[src/rtl/instruction_fetch_unit.sv]
// Instruction fetch stage: PC register, single-outstanding imem req/gnt/rvalid fetch, decode valid/ready hand-off.
// Optional performance counters are compiled in when IF_PERF_CNT_EN is defined.
module instruction_fetch_unit #(
  parameter logic [31:0] RESET_PC  = 32'h0000_0000,
  parameter logic [31:0] NOP_INSTR = 32'h0000_0013
) (
  input  logic        clk,
  input  logic        rst_n,
  output logic        imem_req,
  output logic [31:0] imem_addr,
  input  logic        imem_gnt,
  input  logic        imem_rvalid,
  input  logic [31:0] imem_rdata,
  input  logic        redirect_valid,
  input  logic [31:0] redirect_base,
  input  logic [31:0] redirect_offset,
  input  logic        redirect_is_jalr,
  output logic        instr_valid,
  input  logic        instr_ready,
  output logic [31:0] instruction,
  output logic [31:0] instr_pc,
  output logic        fetch_misaligned
`ifdef IF_PERF_CNT_EN
  ,
  output logic [31:0] perf_fetch_cnt,
  output logic [31:0] perf_stall_cnt
`endif
);

  localparam int unsigned XLEN = 32;

  typedef enum logic [2:0] {
    IDLE  = 3'd0,
    REQ   = 3'd1,
    WAIT  = 3'd2,
    HOLD  = 3'd3,
    DRAIN = 3'd4,
    TRAP  = 3'd5
  } state_e;

  state_e            state_q, state_d;
  logic [XLEN-1:0]   pc_q, pc_d;
  logic [XLEN-1:0]   instruction_q, instruction_d;
  logic [XLEN-1:0]   instr_pc_q, instr_pc_d;
  logic              instr_valid_q, instr_valid_d;
  logic              fetch_misaligned_q, fetch_misaligned_d;
  logic [XLEN-1:0]   target;
  logic              outstanding;
  logic              handshake;

  assign imem_req         = (state_q == REQ);
  assign imem_addr        = pc_q;
  assign instr_valid      = instr_valid_q;
  assign instruction      = instruction_q;
  assign instr_pc         = instr_pc_q;
  assign fetch_misaligned = fetch_misaligned_q;

  // Next-state and datapath; a redirect overrides whatever the state decided.
  always_comb begin
    state_d            = state_q;
    pc_d               = pc_q;
    instruction_d      = instruction_q;
    instr_pc_d         = instr_pc_q;
    instr_valid_d      = instr_valid_q;
    fetch_misaligned_d = fetch_misaligned_q;

    target = redirect_base + redirect_offset;
    if (redirect_is_jalr) begin
      target[0] = 1'b0;
    end
    handshake   = (state_q == HOLD) && instr_valid_q && instr_ready;
    outstanding = ((state_q == REQ) && imem_gnt) ||
                  (((state_q == WAIT) || (state_q == DRAIN)) && !imem_rvalid);

    case (state_q)
      IDLE: state_d = REQ;
      REQ: begin
        if (imem_gnt) begin
          state_d = WAIT;
        end
      end
      WAIT: begin
        if (imem_rvalid) begin
          instruction_d = imem_rdata;
          instr_pc_d    = pc_q;
          instr_valid_d = 1'b1;
          pc_d          = pc_q + XLEN'(4);
          state_d       = HOLD;
        end
      end
      HOLD: begin
        if (handshake) begin
          instr_valid_d = 1'b0;
          instruction_d = NOP_INSTR;
          state_d       = REQ;
        end
      end
      DRAIN: begin
        // Pending misalignment is remembered by the exception flag itself
        if (imem_rvalid) begin
          state_d = fetch_misaligned_q ? TRAP : REQ;
        end
      end
      TRAP:    state_d = TRAP;
      default: state_d = IDLE;
    endcase

    if (redirect_valid) begin
      instr_valid_d      = 1'b0;
      instruction_d      = NOP_INSTR;
      pc_d               = target;
      fetch_misaligned_d = (target[1:0] != 2'b00);
      if (outstanding) begin
        state_d = DRAIN;
      end else if (target[1:0] != 2'b00) begin
        state_d = TRAP;
      end else begin
        state_d = IDLE;
      end
    end
  end

  always_ff @(posedge clk or negedge rst_n) begin
    if (!rst_n) begin
      state_q            <= IDLE;
      pc_q               <= RESET_PC;
      instruction_q      <= NOP_INSTR;
      instr_pc_q         <= '0;
      instr_valid_q      <= 1'b0;
      fetch_misaligned_q <= 1'b0;
    end else begin
      state_q            <= state_d;
      pc_q               <= pc_d;
      instruction_q      <= instruction_d;
      instr_pc_q         <= instr_pc_d;
      instr_valid_q      <= instr_valid_d;
      fetch_misaligned_q <= fetch_misaligned_d;
    end
  end

`ifdef IF_PERF_CNT_EN
  logic [XLEN-1:0] perf_fetch_cnt_q, perf_fetch_cnt_d;
  logic [XLEN-1:0] perf_stall_cnt_q, perf_stall_cnt_d;

  // Stalls: waiting for grant, or waiting for read data (live or drained)
  always_comb begin
    perf_fetch_cnt_d = perf_fetch_cnt_q;
    perf_stall_cnt_d = perf_stall_cnt_q;
    if (handshake) begin
      perf_fetch_cnt_d = perf_fetch_cnt_q + XLEN'(1);
    end
    if (((state_q == REQ) && !imem_gnt) ||
        (((state_q == WAIT) || (state_q == DRAIN)) && !imem_rvalid)) begin
      perf_stall_cnt_d = perf_stall_cnt_q + XLEN'(1);
    end
  end

  always_ff @(posedge clk or negedge rst_n) begin
    if (!rst_n) begin
      perf_fetch_cnt_q <= '0;
      perf_stall_cnt_q <= '0;
    end else begin
      perf_fetch_cnt_q <= perf_fetch_cnt_d;
      perf_stall_cnt_q <= perf_stall_cnt_d;
    end
  end

  assign perf_fetch_cnt = perf_fetch_cnt_q;
  assign perf_stall_cnt = perf_stall_cnt_q;
`endif

endmodule

[config.mk]
export PLATFORM = sky130hd
export DESIGN_NAME = instruction_fetch_unit
export DESIGN_NICKNAME = d
export VERILOG_FILES = /design/src/rtl/instruction_fetch_unit.sv
export SDC_FILE = /design/constraint.sdc
export NUM_CORES = 1
export LEC_CHECK = 0
export CORE_MARGIN = 8
export CORE_UTILIZATION = 40
export CTS_CLUSTER_SIZE = 40
export DETAILED_ROUTE_END_ITERATION = 10
export GPL_TIMING_DRIVEN = 0
export PLACE_DENSITY = 0.76
export SLEW_MARGIN = 20
export SYNTH_ARGS = -nofsm -noshare
export SYNTH_HDL_FRONTEND = slang
export SYNTH_SLANG_ARGS = --single-unit
export TNS_END_PERCENT = 20
[constraint.sdc]
create_clock -name clk -period 2 [get_ports clk]
set_clock_uncertainty 0.1 [all_clocks]
set_input_delay 0.4 -clock clk [delete_from_list [all_inputs] [get_ports clk]]
set_output_delay 0.4 -clock clk [all_outputs]
set_load 0.02 [all_outputs]
==> flow_summary.ini, run 1 <==
[outcome]
outcome = finished with violations
violations = negative setup slack

[timing]
fmaxAchievable_ghz = 0.4460
maxSlewViolCount = 0
hold_slack_ns = 0.3831
setup_viol_count_final = 22
fin_setup_tns_ns = -3.156
tightest_slew_ns = 0.5744
period_share = 1.121
hold_violations = 0
period_needed_ns = 2.242
rsz0062_at_grt = true
fin_ws_ns = -0.2421
max_slew_margin = 0.6145

[power]
power_density_mw_per_mm2 = 804.8
p_int_w = 0.005319
irDropWorstVdd_mv = 0.4456
seq_power_share = 0.341
clkPwrFrac = 0.193
p_comb_frac = 0.466
p_sw_frac = 0.3739
p_leak_nw = 4.451
power.net_switching_w = 0.003176

[die]
rows = 46
initial_core_util = 0.4029
io_pins = 202
die_y_um = 141.3
die_width_um = 141.3
die_area_sq_mm = 0.01998
core_area_sq_mm = 0.01560

[clock_network]
cts_tree = done
clock_latency_ns = 0.34
clock-sinks = 101
htree_levels = 3
clk_pin_slew_worst_paths_ns = 0.07
numCtsBuffers = 9
clock_path_buffers = 2
clock_tree.root_cell = clkbuf_16

[synth]
synth_seq_cells = 101
ys_seq_area_frac = 0.4028
synthMostInstantiatedCell = dfrtp_1
synth_top_cell_area_share = 0.3903
syn_nets = 777
netlist_area_sq_mm = 0.006284
synth_top_cell_by_area = dfrtp_1
yosys-top-cells-count = 98 x dfrtp_1, 54 x nor2_1, 50 x nand2_1
synth.area.top_cells = dfrtp_1 39%, ha_1 6.4%, mux2_2 5.9%
ys_warn_count = 0
syn_avg_cell_area_sq_um = 9.803
synth_cell_type_count = 71
async_flop_share = 1.000
synthCells = 641
synth_flop_cell = dfrtp_1
synth_edf_count = 0

[drt]
antenna_left = 0
drc_errors = 0
vias = 6356
via_per_inst = 5.546
firstDrtPassIters = 5
avgRoutedWirePerCell_um = 20.17
wirelength_um = 23120
drtIter0Drc = 545

[critical_path]
end_kind = flip-flop
path_max_fanout = 5
cp.required_ns = 2.16
regToRegSetupSlack_ns = -0.15
critPathKind = input port to flip-flop
crit_path_start_kind = input port
crit_arrival_ns = 2.41

[placed_design]
io_buffers = 201
dp_hpwl_um = 15440
gp_congestion = 0.8797

[finish]
antenna_cells = 0
layout.nets = 1061
drive_gt1_frac = 0.3441
synthToLayoutAreaGrowth_pct = 67.98
nFillCells = 1147

[grt]
antenna_found_initial = 0
grt_max_degree = 52
grt_first_pass_wirelength_um = 33760
grt_pass1_vias = 6343
grtUsageTotal = 0.2114
gr-total-overflow = 0

[hold_path]
hold_class = input port to flip-flop

[run]
cap_violations = 0
## flip-flops by register name, summed over array words and instances, names as in the netlist
name,flops
fetch_misaligned,1
imem_addr,32
instr_pc,32
instr_valid,1
instruction,32
state_q,3
## worst paths after layout
check                             endpoint  cells past startpoint               from
setup / recovery             imem_addr[26]                     10  redirect_base[11]
hold / removal                imem_addr[0]                      4   redirect_base[0]
setup reg to reg             imem_addr[30]                      9       imem_addr[2]
hold reg to reg            instruction[23]                      1    instruction[23]
max in group asynchronous   instruction[4]                      3              rst_n
min in group asynchronous     instr_pc[11]                      2              rst_n
## worst max-delay path, cell delays in order
cell and delay, ns:
dlygate4sd2_1 0.26, ha_4 0.29, buf_4 0.13, and3_4 0.19, a21boi_2 0.21, a21oi_2 0.11
nor4b_4 0.33, buf_6 0.18, a211oi_1 0.10, a211oi_2 0.20
## power groups by stage
stage	clock [W]	combinational [W]	sequential, W
after floorplan	0	0.00125	0.00337
after global placement	0	0.00327	0.00290
after detailed placement	0	0.00331	0.00292
after CTS	0.00166	0.00366	0.00289
after global routing	0.00176	0.00418	0.00296
final	0.00164	0.00396	0.00289
## cell families after synthesis
family | count (synthesis) | synth area share
xor+xnor | 44 | 0.06133
mux | 35 | 0.06233
simple gates | 205 | 0.1697
buf+inv | 42 | 0.02728
fa+ha+maj | 33 | 0.06691
compound gates | 181 | 0.2097
flops | 101 | 0.4028
## layout by cell type, fill, tap and decap left out, types with 6 or more instances in the layout
cell             count
clkdlybuf4s50_1    134
dfrtp_1             91
buf_4               69
nor2_1              47
nand2_1             41
mux2_2              33
a22o_1              29
dlygate4sd2_1       28
xnor2_1             26
ha_4                25
a21oi_1             24
a21o_1              22
clkbuf_2            17
nand4_1             17
nand3_1             16
buf_6               14
xor2_1              13
o21ai_0             12
buf_2               11
a21oi_2             10
a211oi_2            10
dlymetal6s2s_1      10
clkbuf_16            9
clkdlybuf4s15_1      9
inv_1                8
and3_1               8
a21oi_4              7
dfrtp_2              7
nor3_1               6
and2_1               6
## stage by stage
stage | total power (W) | utilization | instance area [sq um] | std cells | setup WS [ns]
4_1_cts | 0.008209 | 0.6381 | 9952 | 1117 | -0.2357
5_1_grt | 0.008891 | 0.6767 | 10560 | 1146 | -0.3105
3_5_place_dp | 0.006233 | 0.5545 | 8650 | 1059 | -1.179
6_report | 0.008495 | 0.6767 | 10560 | 1146 | -0.2421
2_1_floorplan | 0.004620 | - | 6339 | 641 | -0.3259
3_3_place_gp | 0.006166 | 0.5527 | 8621 | 1058 | -3.357
## metal layers
metal,part of all wire,track usage,vias to the layer above
met4,0.027,0.06900,0
li1,-,-,2951
met3,0.066,0.03293,54
met2,0.50,0.3606,278
met1,0.41,0.2691,3073
met5,0,0,-
## timing repair
item,CTS,global route
setup endpoints to repair,105,97
gates cloned,0,0
buffers inserted,48,31
hold buffers,1,0
gates resized for setup,256,101
pin swaps,88,58
hold endpoints to repair,50,0
## area by class of cell
type / instances / area, sq um / area share
Buffer: 22 / 127.6 / 0.01209
Clock buffer: 9 / 225.2 / 0.02134
Clock inverter: 7 / 51.30 / 0.004860
Inverter: 13 / 52.55 / 0.004979
Multi-Input combinational cell: 498 / 4654 / 0.4410
Sequential cell: 101 / 2540 / 0.2406
Tap cell: 216 / 270.3 / 0.02560
Timing Repair Buffer: 280 / 2634 / 0.2495
(Power assumes the default switching activity.)
==> run 2, diff against run 1 <==
CORE_MARGIN = 2   (was 8)
PLACE_DENSITY = 0.73   (was 0.76)
clock period = 2.2 ns   (was 2 ns; I/O delays follow)
==> run 2 against run 1 <==
Net effect:
- the run still ends with negative setup slack left
- largest cell class unchanged
- flip-flop and latch count did not move
- critical path type unchanged
- worst hold slack improved by 0.021 ns
- non-clock buffer count fell by 28
- highest routed layer is now met5
- via count fell by 2.9%
- register-to-register slack improved by 0.14 ns
==> flow_summary.ini, run 2 (synthesis results as in run 1) <==
[outcome]
outcome = finished with violations
violations = negative setup slack

[die]
io_pins = 202
core_area_sq_mm = 0.01526
die_y_um = 129.3
initial_core_util = 0.4118
rows = 45
die_area_sq_mm = 0.01673
die_width_um = 129.3

[clock_network]
clock_tree.root_cell = clkbuf_16
numCtsBuffers = 9
clock_path_buffers = 2
clk_pin_slew_worst_paths_ns = 0.06
clock_latency_ns = 0.34
htree_levels = 3
cts_tree = done
clock-sinks = 101

[finish]
fin_area_sq_mm = 0.01011
synthToLayoutAreaGrowth_pct = 60.93
layout_commonest_cell = clkdlybuf4s50_1
drive_gt1_frac = 0.2738
final_cell_mix = 148 x clkdlybuf4s50_1, 93 x dfrtp_1, 49 x nor2_1
antenna_cells = 0
layout.nets = 1033
nFillCells = 1186

[critical_path]
crit_top_cell = buf_6
path_max_fanout = 4
crit_slowest_cell = a2111oi_4
end_kind = flip-flop
cp.required_ns = 2.31
r2r_start = state_q[2]
path_cells = buf_6 -> ha_4 -> a21o_4 -> a31oi_4 -> and4b_1 -> o21ai_4 -> a32o_2 -> buf_6 -> a2111oi_4 -> a211oi_2
setup.worst_path.start = redirect_offset[8]
max_stage_delay_ns = 0.35
crit_arrival_ns = 2.43
crit_path_start_kind = input port
critPathKind = input port to flip-flop

[drt]
firstDrtPassIters = 5
avgRoutedWirePerCell_um = 18.14
wirelength_um = 20190
drc_errors = 0
via_per_inst = 5.547
antenna_left = 0
vias = 6174
drtIter0Drc = 479

[timing]
setup_viol_count_final = 12
period_needed_ns = 2.319
hold_violations = 0
rsz0062_at_grt = true
fin_ws_ns = -0.1194
tightest_slew_ns = 0.7722
maxSlewViolCount = 0
hold_slack_ns = 0.4041
period_share = 1.054
fmaxAchievable_ghz = 0.4311
max_slew_margin = 0.4852

[run]
cap_violations = 0

[grt]
gr-total-overflow = 0
grt_first_pass_wirelength_um = 30950
grt_max_degree = 80
grtUsageTotal = 0.2346
antenna_found_initial = 0
grt_pass1_vias = 5842

[power]
power_density_mw_per_mm2 = 762.6
irDropWorstVdd_mv = 0.4156
p_leak_nw = 4.203

[placed_design]
dp_hpwl_um = 13920
pre_cts_slack_ns = -1.017
io_buffers = 201
place_area_sq_mm = 0.008642
gp_congestion = 0.8651

[hold_path]
worstHoldStart = instruction[17]
hold_class = flip-flop to flip-flop
==> run 2: cell types whose count changed in the layout (fill, tap and decap cells not counted), sizes merged, moves of 2 or more <==
cell,change
buf,-32
bufinv,+2
clkbuf,-2
clkdlybuf4s15,-3
clkdlybuf4s50,+14
dlygate4sd2,+2
dlymetal6s2s,-6
==> run 2: path summary, 6_finish.rpt <==
kind,to,slack [ns],cells past startpoint
hold / removal,instruction[17],0.40,1
max in group asynchronous,instruction[0],0.94,3
setup reg to reg,imem_addr[20],-0.01,9
min in group asynchronous,instr_pc[9],0.42,2
hold reg to reg,instruction[17],0.40,1
setup / recovery,imem_addr[20],-0.12,10
==> run 2: per-layer routing <==
| metal | share of wire | global-route usage |
|---|---|---|
| met1 | 0.44 | 0.3167 |
| met2 | 0.48 | 0.3944 |
| met3 | 0.070 | 0.03799 |
| met4 | 0.014 | 0.05946 |
| met5 | 0.00030 | 0 |
==> run 2: where the power goes <==
part           internal (W)  switching (W)  leakage (nW)
clock               0.00103       0.000680         0.158
combinational       0.00170        0.00168          2.77
sequential          0.00227       0.000357          1.28
total               0.00500        0.00272          4.20
==> run 2: layout make-up <==
type,instances,area [sq um],area share
buffer,22,107.6,0.01064
clock buffer,10,239.0,0.02363
clock inverter,6,86.33,0.008537
inverter,13,52.55,0.005197
multi-input combinational,498,4417,0.4368
sequential,101,2537,0.2509
tap,211,264.0,0.02611
timing repair buffer,252,2409,0.2382
==> run 2: worst max-delay path, delay by kind of cell <==
kind	cells	cell delay (ns)
AND/OR/NAND/NOR	1	0.27
AO/OA/AOI/OAI	6	1.24
buffers and inverters	2	0.24
adder cells (fa/ha/maj)	1	0.23
==> run 2: stage by stage <==
step | util | instances | power (W) | TNS [ns]
final | 0.6627 | 1113 | 0.007712 | -0.5926
after detailed placement | 0.5664 | 1054 | 0.005629 | -42.59
after global routing | 0.6627 | 1113 | 0.008078 | -1.531
after CTS | 0.6472 | 1106 | 0.007624 | -0.3663
after global placement | 0.5645 | 1053 | 0.005589 | -365.91
after floorplan | - | 641 | 0.004199 | -1.398
==> run 2: repair_timing <==
item | CTS | global route
pin swaps | 66 | 35
cloned | 0 | 0
endpoints found under the setup margin | 53 | 25
hold buffers | 1 | 0
endpoints found under the hold margin | 22 | 0
gates resized for setup | 211 | 46
setup buffers | 43 | 8
